## config.mk

```make
export PLATFORM = sky130hd
export DESIGN_NAME = button_conditioner
export DESIGN_NICKNAME = d
export VERILOG_FILES = /design/src/rtl/button_conditioner.sv
export SDC_FILE = /design/constraint.sdc
export NUM_CORES = 1
export LEC_CHECK = 0
export ABC_AREA = 1
export BUFFER_PORTS_ARGS = -buffer_cell sky130_fd_sc_hd__buf_4
export CORE_MARGIN = 2
export CORE_UTILIZATION = 48
export DETAILED_ROUTE_END_ITERATION = 6
export PLACE_DENSITY = 0.67
export SETUP_SLACK_MARGIN = 0.1
export SLEW_MARGIN = 10
export SYNTH_ARGS = -nofsm -noshare
export SYNTH_HDL_FRONTEND = slang
export SYNTH_SLANG_ARGS = --single-unit
```

## constraint.sdc

```tcl
create_clock -name clk -period 1.85 [get_ports clk]
set_clock_uncertainty 0.05 [all_clocks]
set_input_delay 0.185 -clock clk [delete_from_list [all_inputs] [get_ports clk]]
set_output_delay 0.185 -clock clk [all_outputs]
set_load 0.01 [all_outputs]
```

## src/rtl/button_conditioner.sv

```systemverilog
`default_nettype none
// ============================================================================
//  Module   : button_conditioner
//  Brief    : Synchronize, debounce and step-pulse multi-channel push buttons,
//             with optional auto-repeat while a button is held.
//  Revision : 1.0
// ============================================================================
module button_conditioner #(
    parameter int N_BTN         = 4,
    parameter int DB_CYCLES     = 4,
    parameter int HOLD_CYCLES   = 32,
    parameter int REPEAT_CYCLES = 8,
    parameter int REPEAT_EN     = 1,
    parameter int CNT_W         = 8
) (
    input  logic             clk,
    input  logic             rst,
    input  logic [N_BTN-1:0] btn_raw,
    output logic [N_BTN-1:0] btn_level,
    output logic [N_BTN-1:0] btn_pulse
);

    localparam logic [1:0] c_ST_IDLE   = 2'd0;
    localparam logic [1:0] c_ST_HELD   = 2'd1;
    localparam logic [1:0] c_ST_REPEAT = 2'd2;

    localparam logic [CNT_W-1:0] c_DB_LAST   = CNT_W'(DB_CYCLES - 1);
    localparam logic [CNT_W-1:0] c_HOLD_LAST = CNT_W'(HOLD_CYCLES - 1);
    localparam logic [CNT_W-1:0] c_REP_LAST  = CNT_W'(REPEAT_CYCLES - 1);

    logic [N_BTN-1:0] r_sync1;
    logic [N_BTN-1:0] r_sync2;

    always_ff @(posedge clk or negedge rst) begin
        if (!rst) begin
            r_sync1 <= '0;
            r_sync2 <= '0;
        end else begin
            r_sync1 <= btn_raw;
            r_sync2 <= r_sync1;
        end
    end

    for (genvar i = 0; i < N_BTN; i++) begin : g_chan
        logic [CNT_W-1:0] r_db_cnt;
        logic [CNT_W-1:0] r_hold_cnt;
        logic [1:0]       r_state;
        logic             r_level;
        logic             r_pulse;
        logic             w_mismatch;
        logic             w_accept;
        logic             w_rise;
        logic             w_fall;

        // The level flips on the edge the window completes; the FSM reacts to
        // that same edge so level and press pulse register together.
        assign w_mismatch = r_sync2[i] ^ r_level;
        assign w_accept   = w_mismatch && (r_db_cnt == c_DB_LAST);
        assign w_rise     = w_accept && !r_level;
        assign w_fall     = w_accept && r_level;

        always_ff @(posedge clk or negedge rst) begin
            if (!rst) begin
                r_db_cnt <= '0;
                r_level  <= 1'b0;
            end else if (!w_mismatch) begin
                r_db_cnt <= '0;
            end else if (w_accept) begin
                r_db_cnt <= '0;
                r_level  <= ~r_level;
            end else begin
                r_db_cnt <= r_db_cnt + 1'b1;
            end
        end

        always_ff @(posedge clk or negedge rst) begin
            if (!rst) begin
                r_state    <= c_ST_IDLE;
                r_hold_cnt <= '0;
                r_pulse    <= 1'b0;
            end else begin
                r_pulse <= 1'b0;
                case (r_state)
                    c_ST_IDLE: begin
                        r_hold_cnt <= '0;
                        if (w_rise) begin
                            r_pulse <= 1'b1;
                            r_state <= c_ST_HELD;
                        end
                    end
                    c_ST_HELD: begin
                        if (w_fall || !r_level) begin
                            r_state    <= c_ST_IDLE;
                            r_hold_cnt <= '0;
                        end else if (r_hold_cnt == c_HOLD_LAST) begin
                            // Without auto-repeat the counter parks here until release.
                            if (REPEAT_EN != 0) begin
                                r_pulse    <= 1'b1;
                                r_state    <= c_ST_REPEAT;
                                r_hold_cnt <= '0;
                            end
                        end else begin
                            r_hold_cnt <= r_hold_cnt + 1'b1;
                        end
                    end
                    c_ST_REPEAT: begin
                        if (w_fall || !r_level) begin
                            r_state    <= c_ST_IDLE;
                            r_hold_cnt <= '0;
                        end else if (r_hold_cnt == c_REP_LAST) begin
                            r_pulse    <= 1'b1;
                            r_hold_cnt <= '0;
                        end else begin
                            r_hold_cnt <= r_hold_cnt + 1'b1;
                        end
                    end
                    default: begin
                        r_state    <= c_ST_IDLE;
                        r_hold_cnt <= '0;
                    end
                endcase
            end
        end

        assign btn_level[i] = r_level;
        assign btn_pulse[i] = r_pulse;
    end

endmodule
`default_nettype wire

```

Yosys cells after proc, flatten, opt, wreduce, memory -nomap -nowiden
Cells that the tools add are included.
Widths: inputs -> output; s select.
{ "classes": {"addsub": 8, "n_eq_ne": 32, "muxes": 72, "n_bitwise": 8, "reduce_logical": 32} }
{ "op_table": {"columns": ["op", "n"], "rows": [
  ["$mux 8", 24],
  ["$add 8x1->8 const B", 8],
  ["$pmux 8 s2", 4],
  ["$eq 8x2->1 const B", 4],
  ["$eq 8x3->1 const B", 4],
  ["$eq 8x5->1 const B", 4],
  ["$mux 2", 16],
  ["$pmux 2 s3", 4],
  ["$mux 1", 20],
  ["$ne 2x2->1 const B", 8],
  ["$logic_and 1x1->1", 12],
  ["$ne 3x3->1 const B", 4],
  ["$pmux 1 s3", 4],
  ["$reduce_and 3->1", 4],
  ["$eq 2x1->1 const B", 4],
  ["$eq 2x2->1 const B", 4],
  ["$logic_not 2->1", 4],
  ["$reduce_and 2->1", 4],
  ["$logic_not 1->1", 4],
  ["$logic_or 1x1->1", 4],
  ["$not 1->1", 4],
  ["$xor 1x1->1", 4]
]} }
{ "word_totals": {"register_bits": 88, "output_inout_bits": 8, "wordCells": 174} }

Logic depth before layout (Yosys ltp)
{ "depth": {"ltp_word": 6, "ltp_mapped": 10} }

Worst setup path after synthesis
OpenSTA, ideal clock, no wires.
{ "synth_timing": {"path_kind": "register to register", "start": "register g_chan[2].r_hold_cnt[0]", "end": "register g_chan[2].r_hold_cnt[5]", "setup_time_ns": 0.120, "arrival_ns": 1.232, "required_ns": 1.680, "setup_slack_ns": 0.448, "path_stages_with_launch": 9, "path_buffers": 0, "synth_period_minus_slack_ns": 1.402, "cell_sequence": "dfrtp_1 > ha_1 > nand2_1 > nor2_1 > nand3_1 > nand4_2 > nand2_2 > nand2_4 > nor2_2"} }
{ "synth_between": {"elab_chain_cells": 4, "elab_cells_between_ends": 8, "cone_classes": "1 x add/sub; 2 x eq/ne; 5 x mux"} }
{ "synth_rtl": {"columns": ["element", "line_no", "text"], "rows": [
  ["start, declared", "46", "logic [CNT_W-1:0] r_hold_cnt;"],
  ["start signal, assigned", "103", "r_hold_cnt <= r_hold_cnt + 1'b1;"],
  ["start signal, assigned", "114", "r_hold_cnt <= r_hold_cnt + 1'b1;"],
  ["$add 8x1->8, or another cell as far along", "103, 114", null],
  ["$mux 8 (on tied branches)", "110, 95", null],
  ["$mux 8 (on tied branches)", "107, 92", null],
  ["$pmux 8 s2 *", "83", "case (r_state)"]
]} }
Mark *: on every way between the ends. The rest lies on a longest branch, timed or not.
A chain may end at the register's enable or synchronous reset.

Worst setup path after layout
{ "layout_timing": {"start": "register g_chan[2].r_hold_cnt[0]", "end": "register g_chan[2].r_hold_cnt[3]"} }
Same word-level chain as after synthesis.

==> flow_summary.ini <==
[yosys]
synth_warnings = 0
synthMuxAreaShare_pct = 0
synth_xor_xnor_area_share_pct = 5.286
synth_edf_count = 0
synth-compound-area-share_pct = 2.316
ys_types = 30
synthAdderAreaFrac_pct = 6.041
synth_top_flop_cell = dfrtp_1
postSynth.asyncResetShare_pct = 100.0
synth_top_family_by_area = simple AND/OR/NAND/NOR gates
netlist_area_um2 = 4971
synth_cells = 597
synth_top_cells_by_area = dfrtp_1, nand2_1, inv_1
avgSynthCellArea_um2 = 8.327
synth_area_leader_cell = dfrtp_1
yosysSeqAreaShare_pct = 44.30
synth_seq_cells = 88
synth_fp_nets = 627
synthSimpleGateAreaFrac_pct = 32.29
yosysTopAreaCellShare_pct = 44.30

[cells_and_area]
drive_gt1_share_pct = 16.13
diodes = 0
nets = 645
mostFrequentLayoutCells = nand2_1, dfrtp_1, inv_1, nor2_1, nand3_1
layoutNonFillerInstCount = 756
fillers = 993
area.sequential_um2 = 2202
syn2layout_area_growth_pct = 9.187
final_common_cell = nand2_1
multi_input_area_um2 = 2291

[placement]
gp_congestion = 0.8066
port-buffer-count = 13
dpl.hpwl_um = 5937
placedCellCount = 735

[sta]
fmax_ghz = 0.6352
setup_tns_ns = 0
worst_slew_pin_slew_ns = 0.4577
setup_viol = 0
fin_crit_ns = 1.574
slew_headroom_pct = 69.49
period_share_pct = 85.10
finalHoldViolCount = 0
rsz0062_at_grt = false
report.final.slew_viol_count = 0

[cts]
clock_latency_ns = 0.36
clockRootBuffer = clkbuf_8
cts_tree = yes
cts_buffers = 9
h-tree-depth = 3
post-cts-setup-buffer-count = 0
clock_path_buffers = 2
clock_sinks = 88
clk_pin_slew_worst_paths_ns = 0.10

[global_route]
globalRouteMet3Util_pct = 3.525
grt_pass1_vias = 3604
grt_usage_pct = 16.39
antenna_found_initial = 0
grt_pass1_wl_um = 15200
gr-usage-met2_pct = 28.89
grt_max_degree = 89
overflow = 0
grt_busiest_layer = met2
use_met1_pct = 20.30

[floorplan]
io_pins = 14
die_area_um2 = 11190
die_height_um = 105.8
start_util_pct = 48.81
rows = 37
die_w_um = 105.8
design.core.area_um2 = 10180

[pwr]
clkPwrFrac_pct = 28.1
p_sw_share_pct = 34.84
powerDensity_nw_per_um2 = 916.3
pwr-share-seq_pct = 46.9
p_leak_nw = 2.701
peakVddDrop_v = 0.0005429
power_switching_mw = 1.733
combPwrFrac_pct = 24.9
internal_power_mw = 3.240

[detailed_routing]
routedWlPerCell_um = 10.78
drt-initial-drc-count = 178
drtPass1Iterations = 4
drc = 0
totalWireLength_um = 8148
vias = 3612
antenna_left = 0
vias_per_cell = 4.778

[worst_setup_path]
r2r-start = g_chan[2].r_hold_cnt[0]
crit_path_start = g_chan[2].r_hold_cnt[0]
r2r-end = g_chan[2].r_hold_cnt[3]
worstSetupEndpoint = g_chan[2].r_hold_cnt[3]
path_cells = ha_1 > nand2_1 > nor2_1 > nand3_1 > nand4_2 > nand2_2 > nand2_4 > nor2_2
worst_path_largest_cell_delay_ns = 0.39
cp-start-kind = flip-flop
crit_type = reg -> reg
rrSetupSlack_ns = 0.28
cp-end-kind = flip-flop
slowest_stage = dfrtp_1
r2r_cells = 8
crit_arrival_ns = 1.77
required_ns = 2.04
cp_max_fo = 6

[outcome]
status = complete, no violations

[run]
maxCapViolCount = 0

[hold_path]
worstHoldPathType = reg -> reg
critical path, delay by kind of cell, from the launching register on:
kind | cells | cell delay [ns]
DFF | 1 | 0.39
adders and majority gates | 1 | 0.21
and+or+nand+nor | 7 | 0.82
worst min-delay path by stage:
stage                          start                     to  slack [ns]  cells past startpoint
after floorplan                  rst  g_chan[0].r_db_cnt[0]       -0.16                      0
after global placement           rst  g_chan[1].r_db_cnt[5]        0.21                      2
after detailed placement         rst  g_chan[1].r_db_cnt[5]        0.21                      2
after CTS                 r_sync1[0]             r_sync2[0]        0.31                      0
after global routing      r_sync1[0]             r_sync2[0]        0.32                      0
final                     r_sync1[0]             r_sync2[0]        0.31                      0
power groups by stage:
stage	Sequential [mW]	Combinational, mW	Clock, mW
2_1_floorplan	2.27	1.11	0
3_3_place_gp	2.36	1.21	0
3_5_place_dp	2.38	1.24	0
4_1_cts	2.34	1.26	1.45
5_1_grt	2.37	1.45	1.52
6_report	2.33	1.24	1.40
synthesized netlist by cell type, types with 5 or more instances:
cell type and instances:
nor2_1 79, nand3_1 51, o21ai_0 8, ha_1 24, buf_4 9, dfrtp_1 88
xor2_1 25, nor3b_1 5, a21oi_1 14, nand2_2 9, nand2_4 6, and3_1 5
nor2_2 28, xnor2_1 5, inv_1 87, nand2_1 92, inv_2 14, nand4_1 26
per-layer routing:
layer	vias up	wire length [um]
met5	-	0
met4	0	37
met3	2	179
met2	25	3973
met1	1681	3958
li1	1904	-
cell type report:
class	instances	share of cell area (%)
inverters	101	6.985
flip-flops and latches	88	40.57
repair buffers	20	3.227
clock inverters	6	1.337
multi-input cells	395	42.21
well taps	136	3.135
clock buffers	10	2.536
flip-flops by register name, summed over array words and instances (netlist names):
signal	flops
g_chan.r_state	8
g_chan.r_db_cnt	32
r_sync2	4
r_sync1	4
g_chan.r_pulse	4
g_chan.r_hold_cnt	32
g_chan.r_level	4
metrics by stage:
| stage | total power [mW] | utilization, % | setup slack, ns | area [um2] | hold WS [ns] |
|---|---|---|---|---|---|
| final | 4.973 | 53.29 | 0.2757 | 5428 | 0.3058 |
| after global routing | 5.341 | 53.29 | 0.1001 | 5428 | 0.3206 |
| after CTS | 5.045 | 53.22 | 0.1944 | 5420 | 0.3086 |
| after detailed placement | 3.619 | 50.66 | 0.2279 | 5160 | 0.2143 |
| after global placement | 3.572 | 50.66 | 0.2903 | 5160 | 0.2093 |
| after floorplan | 3.379 | - | 0.4476 | 4971 | -0.1606 |
cells by family (layout without fill, tap and decap cells):
| family | after synthesis | count (layout) |
|---|---|---|
| buffers and inverters | 114 | 137 |
| xor gates and xnor gates | 30 | 30 |
| and+or+nand+nor | 318 | 318 |
| adders and majority gates | 24 | 24 |
| DFF | 88 | 88 |
| AOI/OAI and AO/OA | 23 | 23 |
what timing repair did:
action,4_1_cts,5_1_grt
hold buffers,5,0
hold endpoints to repair,92,0
resized for setup,0,1
endpoints found under the setup margin,0,7
(Power assumes the default switching activity.)
